[config.mk]
export PLATFORM = sky130hd
export DESIGN_NAME = led_matrix_frame_shifter
export DESIGN_NICKNAME = d
export VERILOG_FILES = /design/src/rtl/led_matrix_frame_shifter.sv
export SDC_FILE = /design/constraint.sdc
export NUM_CORES = 1
export LEC_CHECK = 0
export ABC_AREA = 1
export CAP_MARGIN = 20
export CORE_ASPECT_RATIO = 2
export CORE_MARGIN = 3
export CORE_UTILIZATION = 61
export DETAILED_ROUTE_END_ITERATION = 8
export PLACE_DENSITY = 0.88
export REMOVE_ABC_BUFFERS = 1
export SYNTH_ARGS = -nofsm -noshare
export SYNTH_HDL_FRONTEND = slang
export SYNTH_SLANG_ARGS = --single-unit
[constraint.sdc]
create_clock -name clk -period 2.35 [get_ports clk]
set_input_delay 0.235 -clock clk [delete_from_list [all_inputs] [get_ports clk]]
set_output_delay 0.235 -clock clk [all_outputs]
set_load 0.005 [all_outputs]
[src/rtl/led_matrix_frame_shifter.sv]
`default_nettype none
// +----------------------------------------------------------------------------+
// | Module  : led_matrix_frame_shifter                                         |
// | Brief   : Double-buffered 64-bit frame loader and 3-wire serialiser        |
// |           (sdata/sclk/strobe) feeding the 8x8 LED matrix driver.           |
// | Revision: 1.0 - initial release                                            |
// +----------------------------------------------------------------------------+
module led_matrix_frame_shifter #(
    parameter int CLK_DIV    = 4,
    parameter int STROBE_LEN = 2
) (
    input  logic       clk,
    input  logic       rst_n,
    input  logic [7:0] byte_in,
    input  logic       byte_valid,
    output logic       byte_ready,
    output logic       sdata,
    output logic       sclk,
    output logic       strobe,
    output logic       busy,
    output logic       frame_done
);

    localparam logic [7:0] c_DIV_LAST = 8'(CLK_DIV - 1);
    localparam logic [7:0] c_STB_LAST = 8'(STROBE_LEN - 1);

    typedef enum logic [2:0] {
        c_IDLE     = 3'd0,
        c_SHIFT_LO = 3'd1,
        c_SHIFT_HI = 3'd2,
        c_GAP      = 3'd3,
        c_STROBE   = 3'd4
    } state_t;

    state_t      r_state;
    logic [63:0] r_load;
    logic [63:0] r_shift;
    logic [3:0]  r_ld_cnt;
    logic [5:0]  r_idx;
    logic [7:0]  r_tmr;
    logic        r_active;
    logic        r_sdata;
    logic        r_sclk;
    logic        r_strobe;
    logic        r_busy;
    logic        r_done;

    logic        w_full;
    logic        w_accept;
    logic        w_xfer;

    // r_active keeps byte_ready low until the first edge out of reset
    assign w_full     = r_ld_cnt[3];
    assign byte_ready = r_active && !w_full;
    assign w_accept   = byte_valid && byte_ready;
    assign w_xfer     = w_full && (r_state == c_IDLE);

    assign sdata      = r_sdata;
    assign sclk       = r_sclk;
    assign strobe     = r_strobe;
    assign busy       = r_busy;
    assign frame_done = r_done;

    always_ff @(posedge clk) begin
        if (!rst_n) begin
            r_state  <= c_IDLE;
            r_load   <= 64'd0;
            r_shift  <= 64'd0;
            r_ld_cnt <= 4'd0;
            r_idx    <= 6'd0;
            r_tmr    <= 8'd0;
            r_active <= 1'b0;
            r_sdata  <= 1'b0;
            r_sclk   <= 1'b0;
            r_strobe <= 1'b0;
            r_busy   <= 1'b0;
            r_done   <= 1'b0;
        end else begin
            r_active <= 1'b1;
            r_done   <= 1'b0;

            if (w_accept) begin
                r_load[{r_ld_cnt[2:0], 3'b000} +: 8] <= byte_in;
                r_ld_cnt <= r_ld_cnt + 4'd1;
            end else if (w_xfer) begin
                r_ld_cnt <= 4'd0;
            end

            // Outputs are set alongside the state they belong to
            case (r_state)
                c_IDLE: begin
                    if (w_xfer) begin
                        r_shift <= r_load;
                        r_idx   <= 6'd63;
                        r_tmr   <= 8'd0;
                        r_sdata <= r_load[63];
                        r_busy  <= 1'b1;
                        r_state <= c_SHIFT_LO;
                    end
                end
                c_SHIFT_LO: begin
                    if (r_tmr == c_DIV_LAST) begin
                        r_tmr   <= 8'd0;
                        r_sclk  <= 1'b1;
                        r_state <= c_SHIFT_HI;
                    end else begin
                        r_tmr <= r_tmr + 8'd1;
                    end
                end
                c_SHIFT_HI: begin
                    if (r_tmr == c_DIV_LAST) begin
                        r_tmr  <= 8'd0;
                        r_sclk <= 1'b0;
                        if (r_idx != 6'd0) begin
                            r_idx   <= r_idx - 6'd1;
                            r_sdata <= r_shift[r_idx - 6'd1];
                            r_state <= c_SHIFT_LO;
                        end else begin
                            r_sdata <= 1'b0;
                            r_state <= c_GAP;
                        end
                    end else begin
                        r_tmr <= r_tmr + 8'd1;
                    end
                end
                c_GAP: begin
                    if (r_tmr == c_DIV_LAST) begin
                        r_tmr    <= 8'd0;
                        r_strobe <= 1'b1;
                        r_state  <= c_STROBE;
                    end else begin
                        r_tmr <= r_tmr + 8'd1;
                    end
                end
                c_STROBE: begin
                    if (r_tmr == c_STB_LAST) begin
                        r_tmr    <= 8'd0;
                        r_strobe <= 1'b0;
                        r_busy   <= 1'b0;
                        r_done   <= 1'b1;
                        r_state  <= c_IDLE;
                    end else begin
                        r_tmr <= r_tmr + 8'd1;
                    end
                end
                default: begin
                    r_tmr    <= 8'd0;
                    r_sdata  <= 1'b0;
                    r_sclk   <= 1'b0;
                    r_strobe <= 1'b0;
                    r_busy   <= 1'b0;
                    r_state  <= c_IDLE;
                end
            endcase
        end
    end

endmodule
`default_nettype wire

==> impl_metrics.ini, run 1 <==
[outcome]
status = finished clean

[timing]
final_hold_viol_count = 0
fin_skew_ns = 0.00513
report.final.slew_viol_count = 0
holdWs_ns = 0.376
worst_pin_slew_ns = 0.680
fin_crit_ns = 2.11
slew_headroom_pct = 54.4
setup_viol = 0
rsz0062_at_grt = no
clock.fmax_mhz = 473
min_period_over_period_pct = 89.9
setup_tns_ns = 0

[floorplan]
die_height_um = 153
die_x_um = 79.3
pin_count = 17
dieArea_um2 = 12100
rows = 53
floorplan.initialDensity_pct = 62.6
core_um2 = 10500

[global_routing]
grt-busiest-layer = met2
grt_pass1_wl_um = 27900
antenna_found_initial = 0
met1_usage_pct = 32.2
grt_pass1_vias = 5896
grt.overflow.total = 0
grt_max_degree = 139
use_met2_pct = 47.1
grt.total_usage_pct = 29.3
use_met3_pct = 8.05

[final_layout]
antenna_cells = 0
nNetsFinal = 902
drive_gt1_share_pct = 8.25
syn_to_final_growth_pct = 12.0

[cts]
cts_hold_buffers = 0
h-tree-depth = 4
clk_latency_ns = 0.43
cts_resized = 0
cts_tree = yes
clkSinkCount = 155
cts_buffer_depth = 2
cts_setup_buffers = 0
cts-buffers-inserted = 17
cts.clk_slew.worst_paths_ns = 0.06
clock-root-buffer = clkbuf_16

[yosys]
synth_seq_area_share_pct = 47.3
yosysUniqueCellTypes = 38
netlist_instances = 884
synth_top_area_share_pct = 47.3
synth.avg_cell_area_um2 = 7.42
synthTopCellsByArea = dfxtp_1 47%, o21ai_0 10%, nor2_1 9.0%
netlist_area_um2 = 6560
ys_seq_elements = 155
yosysWarnings = 0
yosys.area.top_type = dfxtp_1

[placement]
place_congestion = 0.894
port_buffers = 16
dpl.hpwl_um = 10600

[worst_setup_path]
cpMaxStageDelayCell = dfxtp_1
crit_fanout = 13
worst-path-buf-inv = 3
criticalPathCategory = reg2reg
cp.required_ns = 2.68
path_common_cell = nor2_4
max_stage_delay_ns = 0.38
crit_family = simple AND/OR/NAND/NOR gates
crit_path_end_kind = flop
crit_arrival_ns = 2.45
critPathLaunchType = flop
r2r_setup_slack_ns = 0.24
path_cells = inv_1, ha_1, ha_1, nor2_4, inv_2, nor2_4, inv_2, nor2_4, o21ai_0, a41oi_1

[power]
p_leak_nw = 3.20
clkPwrFrac_pct = 33.5
power.internal_mw = 5.01
swShare_pct = 36.2
vdd_ir_drop_max_mv = 0.692
cellPowerDensity_nw_per_um2 = 1070
p_total_mw = 7.86
power_switching_mw = 2.84
seq_power_share_pct = 35.9
pwr-share-comb_pct = 30.6

[routing]
drt_iter0_drc = 636
vias = 6161
drc = 0
first_pass_iters = 5
via_per_inst = 5.96
wire_per_inst_um = 16.5
wirelength_um = 17100
ant_nets = 0

[run]
drv_cap = 0

[worst_hold_path]
hold_path_class = in2reg
-- layout make-up --
class,count,area [um^2]
multi-input combinational,615,2960
clock inverter,12,118
tap,137,171
sequential,155,3100
timing repair buffer,32,303
inverter,64,240
fill,844,3130
clock buffer,19,453
-- layer usage --
layer / wire (um) / vias up / part of all wire [%]
met5: 0 / - / 0
met4: 1090 / 0 / 6.4
met3: 1070 / 89 / 6.2
met2: 8650 / 251 / 51
met1: 6280 / 2888 / 37
li1: - / 2933 / -
-- flip-flops by register name (all words and copies together), names as in the netlist --
register and cells:
r_idx 6, busy 1, frame_done 1, r_state 3, strobe 1, r_shift 64, sdata 1, sclk 1
r_ld_cnt 4, r_tmr 8, r_active 1, r_load 64
-- layout by cell type, fill, tap and decap left out, drive strengths merged --
| master | n |
|---|---|
| nor2 | 166 |
| nor4b | 1 |
| buf | 17 |
| xor2 | 4 |
| dfxtp | 155 |
| o21ai | 140 |
| ha | 6 |
| clkinvlp | 1 |
| nor3 | 8 |
| inv | 62 |
| o21bai | 1 |
| o211ai | 1 |
| a31oi | 1 |
| clkbuf | 19 |
| bufinv | 1 |
| nand3 | 79 |
| a41oi | 1 |
| clkdlybuf4s50 | 15 |
| clkinv | 12 |
| nor4 | 1 |
| o22ai | 3 |
| a21oi | 81 |
| o31ai | 1 |
| a211oi | 6 |
| nand2 | 110 |
| and3 | 1 |
| nand4 | 4 |
-- logic make-up (layout without fill, tap and decap cells) --
group           after synthesis  in the layout  synth area share, %
simple gates                370            370                 24.4
buf+inv                     114            127                 7.67
compound gates              235            235                 18.9
xor+xnor                      4              4                0.534
flops                       155            155                 47.3
fa+ha+maj                     6              6                 1.15
-- cell usage after synthesis --
cell / count
a211oi_1: 5
a211oi_2: 1
a21oi_1: 78
a21oi_2: 2
a21oi_4: 1
a31oi_1: 1
a41oi_1: 1
and3_1: 1
buf_1: 1
buf_2: 18
buf_4: 6
buf_6: 4
clkbuf_1: 21
clkinv_1: 4
dfxtp_1: 155
ha_1: 6
inv_1: 53
inv_2: 7
nand2_1: 109
nand2_4: 1
nand3_1: 78
nand3_2: 1
nand4_1: 4
nor2_1: 158
nor2_2: 3
nor2_4: 5
nor3_1: 7
nor3_4: 1
nor4_1: 1
nor4b_4: 1
o211ai_1: 1
o21ai_0: 137
o21ai_1: 1
o21ai_2: 2
o21bai_1: 1
o22ai_1: 3
o31ai_1: 1
xor2_1: 4
-- stage by stage --
step	util (%)	cells	area (um^2)	worst slack, ns
2_1_floorplan	-	834	6290	-1.29
3_3_place_gp	64.7	1003	6780	0.337
3_5_place_dp	64.7	1003	6780	0.291
4_1_cts	70.1	1034	7350	0.279
5_1_grt	70.1	1034	7350	0.0994
6_report	70.1	1034	7350	0.237
-- power by group through the flow --
stage                     Combinational [mW]  Sequential, mW  Clock (mW)
after global routing                    2.63            2.83        2.76
after CTS                               2.36            2.82        2.64
final                                   2.41            2.82        2.63
after global placement                  2.32            2.87           0
after floorplan                         1.49            2.90           0
after detailed placement                2.34            2.87           0
-- worst paths after layout --
kind	from	to	cells past startpoint
worst min register to register	strobe	strobe	2
worst max register to register	r_ld_cnt[1]	r_load[10]	10
worst min-delay path	rst_n	r_load[53]	4
worst max-delay path	r_ld_cnt[1]	r_load[10]	10
-- tightest hold or removal path: stages --
cell,delay (ns)
buf_4,0.12
buf_12,0.19
o21ai_0,0.13
a21oi_1,0.05
(Power assumes the default switching activity.)
==> run 2: changes to the inputs <==
--- a/config.mk
+++ b/config.mk
@@ -9,9 +9,9 @@
 export CAP_MARGIN = 20
 export CORE_ASPECT_RATIO = 2
 export CORE_MARGIN = 3
-export CORE_UTILIZATION = 61
+export CORE_UTILIZATION = 65
 export DETAILED_ROUTE_END_ITERATION = 8
-export PLACE_DENSITY = 0.88
+export PLACE_DENSITY = 0.92
 export REMOVE_ABC_BUFFERS = 1
 export SYNTH_ARGS = -nofsm -noshare
 export SYNTH_HDL_FRONTEND = slang
==> constraint.sdc (replaced) <==
create_clock -name clk -period 2.5 [get_ports clk]
set_input_delay 0.25 -clock clk [delete_from_list [all_inputs] [get_ports clk]]
set_output_delay 0.25 -clock clk [all_outputs]
set_load 0.005 [all_outputs]
==> run 2 against run 1 <==
- critical path depth decreased by 2
- clock power decreased by 10%
- core utilization increased by 4.6 points
- worst hold slack improved by 0.010 ns
- setup slack improved by 0.012 ns
- final cell count decreased by 0.58%
- final area decreased by 0.70%
- flip-flop and latch count unchanged
- first-iteration DRC count increased by 25%
- count of clock-buffer cells in the layout decreased by 1
- non-clock buffer count decreased by 2
- clock skew increased by 0.0020 ns
- highest routed layer unchanged
==> impl_metrics.ini, run 2 (synthesized netlist as in run 1, its figures left out) <==
[run]
drv_cap = 0

[routing]
drc = 0
ant_nets = 0
drt_iter0_drc = 798
first_pass_iters = 9
vias = 6193
wirelength_um = 16700
via_per_inst = 6.02
wire_per_inst_um = 16.3

[power]
cellPowerDensity_nw_per_um2 = 994
p_leak_nw = 3.17
p_total_mw = 7.25
vdd_ir_drop_max_mv = 0.612

[final_layout]
syn_to_final_growth_pct = 11.3
drive_gt1_share_pct = 8.04
layout_common_cells = 157 x nor2_1, 155 x dfxtp_1, 137 x o21ai_0, 109 x nand2_1
design_area_um2 = 7290
largestRegisters = r_load: 64 flops, r_shift: 64 flops, r_tmr: 8 flops
antenna_cells = 0
layout_commonest_cell = nor2_1
nNetsFinal = 900

[placement]
placed_cell_area_um2 = 6750
dpl.hpwl_um = 10200
port_buffers = 16
place_congestion = 0.907

[worst_setup_path]
crit_path_end_kind = flop
critPathLaunchType = flop
path_cells = inv_2, ha_1, ha_1, nor2_4, inv_2, nor3_4, o21ai_0, a21oi_1
crit_arrival_ns = 2.60
cp.required_ns = 2.85
criticalPathCategory = reg2reg
rr_startpoint = r_ld_cnt[0]
cpMaxStageDelayCell = nor3_4
crit_fanout = 16
max_stage_delay_ns = 0.51
setup.worst_path.start = r_ld_cnt[0]

[cts]
cts_hold_buffers = 0
cts.clk_slew.worst_paths_ns = 0.06
cts_buffer_depth = 2
cts_tree = yes
cts_resized = 0
h-tree-depth = 4
cts_setup_buffers = 0
clock-root-buffer = clkbuf_16
clk_latency_ns = 0.42
clkSinkCount = 155
cts-buffers-inserted = 17

[global_routing]
grt.overflow.total = 0
grt.total_usage_pct = 30.0
use_met3_pct = 6.65
use_met2_pct = 52.5
grt-busiest-layer = met2
grt_pass1_vias = 5747
met1_usage_pct = 33.2
antenna_found_initial = 0
grt_max_degree = 139
grt_pass1_wl_um = 27100

[floorplan]
pin_count = 17
floorplan.initialDensity_pct = 67.2
die_x_um = 77.0
rows = 51
dieArea_um2 = 11400
die_height_um = 148
core_um2 = 9760

[outcome]
status = finished clean

[timing]
rsz0062_at_grt = no
slew_headroom_pct = 55.2
final_hold_viol_count = 0
setup_viol = 0
report.final.slew_viol_count = 0
clock.fmax_mhz = 444
fin_skew_ns = 0.00711
fin_crit_ns = 2.25
worst_pin_slew_ns = 0.664
min_period_over_period_pct = 90.1

[worst_hold_path]
hp-start = rst_n
hold_path_class = in2reg
==> run 2: changes by cell type in the layout (fill, tap and decap cells not counted) <==
cell        previous run  this run
buf_4                 15        13
bufinv_16              1         0
clkbuf_1               0         1
clkbuf_8               2         0
clkinv_4               6         3
clkinvlp_4             1         3
inv_6                  2         6
==> run 2: stage by stage <==
step / hold slack [ns] / std cells / setup WS, ns / util [%] / TNS [ns]
3_3_place_gp: 0.438 / 995 / 0.380 / 69.0 / 0
3_5_place_dp: 0.453 / 996 / 0.300 / 69.2 / 0
2_1_floorplan: 0.278 / 834 / -1.14 / - / -70.74
6_report: 0.386 / 1028 / 0.249 / 74.7 / 0
5_1_grt: 0.379 / 1028 / 0.0425 / 74.7 / 0
4_1_cts: 0.328 / 1028 / 0.273 / 74.7 / 0
==> run 2: worst max-delay path: cells and delay by family (launching register included) <==
family | cells | cell delay (ns)
AOI/OAI and AO/OA | 2 | 0.30
adders and majority gates | 2 | 0.45
buffers and inverters | 2 | 0.22
DFF | 1 | 0.48
and+or+nand+nor | 2 | 0.71
==> run 2: path summary, 6_finish.rpt <==
kind | end | slack, ns | cells after the start
min | r_shift[52] | 0.39 | 4
max | r_load[63] | 0.25 | 8
min reg2reg | strobe | 0.46 | 2
max reg2reg | r_load[63] | 0.25 | 8
==> run 2: area by class of cell <==
type                       instances  area [um^2]
multi-input combinational        615         2960
inverter                          64          240
fill                             704         2470
timing repair buffer              30          288
clock inverter                    14          111
sequential                       155         3100
tap                              132          165
clock buffer                      18          429
==> run 2: report_power, final <==
group          switching, mW  total (mW)  leakage [nW]  internal [mW]
Sequential            0.0807        2.66          1.25           2.57
Combinational           1.54        2.24          1.66          0.703
Clock                   1.07        2.36         0.258           1.29
==> run 2: layer usage <==
metal  part of all wire, %  vias up
li1                      -     2924
met1                    37     2900
met2                    52      302
met3                   7.0       67
met4                   4.5        0
met5                     0        -
